File: config.mk
export PLATFORM = sky130hd
export DESIGN_NAME = puf_challenge_ctrl
export DESIGN_NICKNAME = d
export VERILOG_FILES = /design/src/rtl/puf_challenge_ctrl.sv
export SDC_FILE = /design/constraint.sdc
export NUM_CORES = 1
export LEC_CHECK = 0
export CAP_MARGIN = 25
export CELL_PAD_IN_SITES_DETAIL_PLACEMENT = 0
export CELL_PAD_IN_SITES_GLOBAL_PLACEMENT = 1
export CORE_UTILIZATION = 41
export DETAILED_ROUTE_END_ITERATION = 8
export PLACE_DENSITY = 0.9
export SLEW_MARGIN = 25
export SYNTH_ARGS = -nofsm -noshare
export SYNTH_HDL_FRONTEND = slang
export SYNTH_SLANG_ARGS = --single-unit
File: constraint.sdc
create_clock -name iclk -period 2.3 [get_ports iclk]
set_input_delay 0.345 -clock iclk [delete_from_list [all_inputs] [get_ports iclk]]
set_output_delay 0.345 -clock iclk [all_outputs]
set_load 0.005 [all_outputs]
File: src/rtl/puf_challenge_ctrl.sv
// rtl/puf_challenge_ctrl.sv - challenge sequencer and response packer for a 16-stage arbiter PUF
//
// Generates LFSR challenges and drives the race pulse with settle phases.
// Synchronises and samples the arbiter output, then majority-votes repeated
// evaluations. Packs the resulting bits MSB-first into a word returned over
// valid/ready.
//
// Build option: ARBITER_PUF_VOTE_EN
//   defined   - C_VOTES evaluations per bit, bit = majority of the samples
//   undefined - one evaluation per bit, no ones counter
//
// Ports:
//   iclk        clock
//   irst_n      asynchronous active-low reset
//   istart      start a batch (accepted only in IDLE)
//   iseed       LFSR seed, loaded on an accepted istart (zero maps to 16'h0001)
//   ochallenge  challenge to the PUF, equal to the LFSR state
//   opulse      race pulse to the PUF
//   iresponse   asynchronous arbiter output
//   obusy       high whenever the controller is not IDLE
//   oresp_word  packed response, first bit in the MSB
//   ovalid      oresp_word valid, held until iready
//   iready      consumer accepts oresp_word

module puf_challenge_ctrl #(
  parameter int C_SETTLE    = 4,
  parameter int C_VOTES     = 3,
  parameter int C_RESP_BITS = 8
) (
  input  logic                   iclk,
  input  logic                   irst_n,
  input  logic                   istart,
  input  logic [15:0]            iseed,
  output logic [15:0]            ochallenge,
  output logic                   opulse,
  input  logic                   iresponse,
  output logic                   obusy,
  output logic [C_RESP_BITS-1:0] oresp_word,
  output logic                   ovalid,
  input  logic                   iready
);

`ifdef ARBITER_PUF_VOTE_EN
  localparam int VOTES = C_VOTES;
`else
  localparam int VOTES = 1;
`endif
  localparam int VW = $clog2(C_VOTES + 1) + 1;
  localparam int PW = $clog2(C_SETTLE + 1);
  localparam int BW = $clog2(C_RESP_BITS + 1);

  typedef enum logic [2:0] {
    S_IDLE,
    S_APPLY,
    S_FIRE,
    S_SAMPLE,
    S_DECIDE,
    S_OUT
  } state_t;

  state_t state, state_next;

  logic                   sync1, sync2;
  logic [15:0]            lfsr;
  logic [PW-1:0]          phase_cnt;
  logic [VW-1:0]          vote_cnt;
  logic [BW-1:0]          bit_cnt;
  logic [C_RESP_BITS-1:0] shreg;

  logic                   phase_done;
  logic [VW-1:0]          vote_cnt_n;
  logic                   votes_done;
  logic [BW-1:0]          bit_cnt_n;
  logic                   last_bit;
  logic                   bit_val;
  logic [15:0]            lfsr_n;
  logic [C_RESP_BITS-1:0] shreg_n;

`ifdef ARBITER_PUF_VOTE_EN
  logic [VW-1:0]          ones_cnt;
`else
  logic                   samp_bit;
`endif

  // Two-flop synchroniser for the asynchronous arbiter output
  always_ff @(posedge iclk or negedge irst_n) begin
    if (!irst_n) begin
      sync1 <= 1'b0;
      sync2 <= 1'b0;
    end else begin
      sync1 <= iresponse;
      sync2 <= sync1;
    end
  end

  always_ff @(posedge iclk or negedge irst_n) begin
    if (!irst_n) state <= S_IDLE;
    else         state <= state_next;
  end

  always_comb begin
    phase_done = (phase_cnt == PW'(C_SETTLE - 1));
    vote_cnt_n = vote_cnt + VW'(1);
    votes_done = (vote_cnt_n >= VW'(VOTES));
    bit_cnt_n  = bit_cnt + BW'(1);
    last_bit   = (bit_cnt_n == BW'(C_RESP_BITS));
`ifdef ARBITER_PUF_VOTE_EN
    bit_val    = (ones_cnt > VW'(VOTES / 2));
`else
    bit_val    = samp_bit;
`endif
    lfsr_n     = {lfsr[14:0], lfsr[15] ^ lfsr[13] ^ lfsr[12] ^ lfsr[10]};
    shreg_n    = (shreg << 1) | C_RESP_BITS'(bit_val);
    state_next = state;
    case (state)
      S_IDLE:   if (istart) state_next = S_APPLY;
      S_APPLY:  if (phase_done) state_next = S_FIRE;
      S_FIRE:   if (phase_done) state_next = S_SAMPLE;
      S_SAMPLE: state_next = votes_done ? S_DECIDE : S_APPLY;
      S_DECIDE: state_next = last_bit ? S_OUT : S_APPLY;
      S_OUT:    if (iready) state_next = S_IDLE;
      default:  state_next = S_IDLE;
    endcase
  end

  // Outputs are registered from the next state so they line up with the
  // state register exactly.
  always_ff @(posedge iclk or negedge irst_n) begin
    if (!irst_n) begin
      lfsr       <= '0;
      phase_cnt  <= '0;
      vote_cnt   <= '0;
      bit_cnt    <= '0;
      shreg      <= '0;
      oresp_word <= '0;
      opulse     <= 1'b0;
      obusy      <= 1'b0;
      ovalid     <= 1'b0;
`ifdef ARBITER_PUF_VOTE_EN
      ones_cnt   <= '0;
`else
      samp_bit   <= 1'b0;
`endif
    end else begin
      opulse <= (state_next == S_FIRE);
      obusy  <= (state_next != S_IDLE);
      ovalid <= (state_next == S_OUT);
      case (state)
        S_IDLE: begin
          if (istart) begin
            lfsr       <= (iseed == 16'h0000) ? 16'h0001 : iseed;
            phase_cnt  <= '0;
            vote_cnt   <= '0;
            bit_cnt    <= '0;
            shreg      <= '0;
            oresp_word <= '0;
`ifdef ARBITER_PUF_VOTE_EN
            ones_cnt   <= '0;
`endif
          end
        end
        S_APPLY, S_FIRE: begin
          phase_cnt <= phase_done ? '0 : phase_cnt + PW'(1);
        end
        S_SAMPLE: begin
          vote_cnt <= vote_cnt_n;
`ifdef ARBITER_PUF_VOTE_EN
          ones_cnt <= ones_cnt + VW'(sync2);
`else
          samp_bit <= sync2;
`endif
        end
        S_DECIDE: begin
          shreg    <= shreg_n;
          vote_cnt <= '0;
          bit_cnt  <= bit_cnt_n;
`ifdef ARBITER_PUF_VOTE_EN
          ones_cnt <= '0;
`endif
          // The challenge only moves when another evaluation follows, so it
          // never changes under a pulse or while the word is being offered.
          if (last_bit) oresp_word <= shreg_n;
          else          lfsr       <= lfsr_n;
        end
        default: ;
      endcase
    end
  end

  assign ochallenge = lfsr;

endmodule

==> impl_metrics.ini <==
[synth]
syn_area_sq_um = 2424
syn_area_per_cell_sq_um = 12.76
syn_inst = 190
yosysWarningCount = 0
synth_compound_area_share_pct = 15.33
synth_top_family_by_area = multiplexers
async_flop_share_pct = 100.0
ys_seq_area_share_pct = 51.63
synth_xor_area_share_pct = 1.807
synth_mux_area_share_pct = 16.88
syn_nets = 215
synthFlopType = dfrtp_1
synthAdderAreaFrac_pct = 2.065
synth_simple_gate_area_share_pct = 8.828
ys_ff_latch = 50
synth-edff-count = 0
synthDistinctLibCells = 43

[final_layout]
diodes = 0
nFillCells = 508
layout-drive-gt1-share_pct = 22.67
fin_nets = 271
final_cell_mix = dfrtp_1 (50), clkdlybuf4s50_1 (46), mux2_2 (23), a22o_1 (19), mux2_4 (10)
syn2layout_area_growth_pct = 27.31
final_common_cell = dfrtp_1

[critical_path]
arrival_ps = 2030
path_class = register to register
worstReg2RegEnd = ochallenge[12]
crit_end = ochallenge[12]
rrSetupSlack_ps = 470
rr_worst_depth = 4
worstPathRequired_ps = 2500
worstSetupStartpointType = register
cp-end-kind = register
crit_start = state[1]
path_max_fanout = 26
r2r-start = state[1]

[grt]
grt_pass1_wl_um = 8418
grtUsageTotal_pct = 17.79
antenna_found_initial = 0
grt_pass1_vias = 1742
grt_max_degree = 27
globalRouteOverflowTotal = 0

[timing]
layout_min_cycle_time_ps = 1825
slew_viol_final = 0
tightest_slew_ps = 527.2
max_slew_margin_pct = 64.73
tns_ps = 0
setup_violations = 0
post-route-period-util_pct = 79.37
setup_ws_ps = 474.6
fmax_mhz = 547.8
hold_viol = 0
rsz0062_at_grt = no
hold_ws_ps = 355.2
skew_ps = 11.20

[floorplan]
fp.dieW_um = 78.89
coreArea_sq_um = 5608
initial_core_util_pct = 43.22
die_height_um = 78.89
ios = 48
core.rowCount = 27
fp.dieArea_sq_um = 6223

[route]
viasPerCell = 5.364
drtIter0Drc = 149
dr.pass1.iters = 4
final_antenna_net_count = 0
drc = 0
routed-via-count = 1711
drt-wirelength-per-cell_um = 15.47
routed_wl_um = 4936

[clocking]
htreeDepth = 2
postCtsSetupBuffers = 0
cts_tree = built
clk_pin_slew_worst_paths_ps = 100
insertion_delay_ps = 320
root_buffer = clkbuf_8
cts_buffer_depth = 2
cts_num_sinks = 50
cts_buffers = 5

[pwr]
p_leak_nw = 1.363
ir_worst_vdd_mv = 0.4965
powerDensity_nw_per_um2 = 1137

[placed_design]
gp_congestion = 0.7618
place_ws_ps = 395.0
port_buffers = 47
dpl.hpwl_um = 3564

[run]
cap_violations = 0

[outcome]
outcome = completed

[min_path]
hold_depth = 0
hold_class = register to register
[worst min path at each step]
stage	start	endpoint	slack (ps)
2_1_floorplan	irst_n	bit_cnt[0]	50
3_3_place_gp	irst_n	phase_cnt[1]	240
3_5_place_dp	irst_n	phase_cnt[1]	240
4_1_cts	sync1	sync2	360
5_1_grt	sync1	sync2	360
6_report	sync1	sync2	360
[sequential cells by signal, indices dropped and copies added (netlist names)]
signal and cells:
phase_cnt 3, bit_val 1, obusy 1, opulse 1, shreg 7, state 3, ovalid 1, vote_cnt 3
sync1 1, sync2 1, oresp_word 8, bit_cnt 4, ochallenge 16
[Yosys cell counts, types with 3 or more instances]
cell type	number	area [sq um]
nand2_1	8	30.03
mux2_4	10	150.1
a22o_1	19	166.4
dfrtp_1	50	1251
mux2_2	23	259.0
inv_1	3	11.26
a21oi_1	7	35.03
nor4_1	4	25.02
o22ai_1	4	25.02
nor3_1	3	15.01
buf_6	3	33.78
nor2_1	7	26.28
clkbuf_1	4	15.01
xnor2_1	3	26.28
ha_1	4	50.05
nor2b_1	4	25.02
nand3_1	4	20.02
[report_power, final]
group	total, W	internal [W]	switching (W)
clock network	0.000549	0.000228	0.000321
logic	0.00156	0.000915	0.000647
registers	0.00140	0.00115	0.000252
total	0.00351	0.00229	0.00122
[worst max-delay path, cell delays in order (launching register included)]
cell,delay (ps)
dfrtp_1,500
nor3b_4,230
buf_4,330
mux2_2,370
mux2_4,270
[timing repair]
item	4_1_cts	5_1_grt
hold endpoints to repair	11	0
resized for setup	0	0
hold buffers	1	0
[per-stage QoR]
stage                     utilization, %  instance area, sq um  power (W)  cells
final                              55.02                  3085   0.003508    319
after global routing               55.02                  3085   0.003754    319
after CTS                          55.02                  3085   0.003531    319
after detailed placement           53.10                  2978   0.002968    310
after global placement             53.10                  2978   0.002920    310
after floorplan                        -                  2424   0.002366    190
[metal layers]
| layer | track usage (%) | vias to the layer above | wire length, um |
|---|---|---|---|
| met5 | 0 | - | 0 |
| met4 | 6.909 | 0 | 69 |
| met3 | 4.943 | 4 | 199 |
| met2 | 27.91 | 38 | 2376 |
| met1 | 23.38 | 852 | 2290 |
| li1 | - | 817 | - |
[final cells by class]
class	count	area, sq um	share of cell area (%)
Clock buffer	5	68.82	2.230
Clock inverter	3	28.78	0.9327
Inverter	4	15.01	0.4866
Multi-Input combinational cell	128	1089	35.28
Sequential cell	50	1251	40.55
Tap cell	72	90.09	2.920
Timing Repair Buffer	57	543.0	17.60
[logic make-up after synthesis]
| kind of cell | count (synthesis) |
|---|---|
| AO/OA/AOI/OAI | 47 |
| flip-flops | 50 |
| AND/OR/NAND/NOR | 39 |
| adder cells (fa/ha/maj) | 4 |
| XOR/XNOR | 5 |
| multiplexers | 33 |
| buffers and inverters | 12 |
Power figures use the tool's default switching activity.
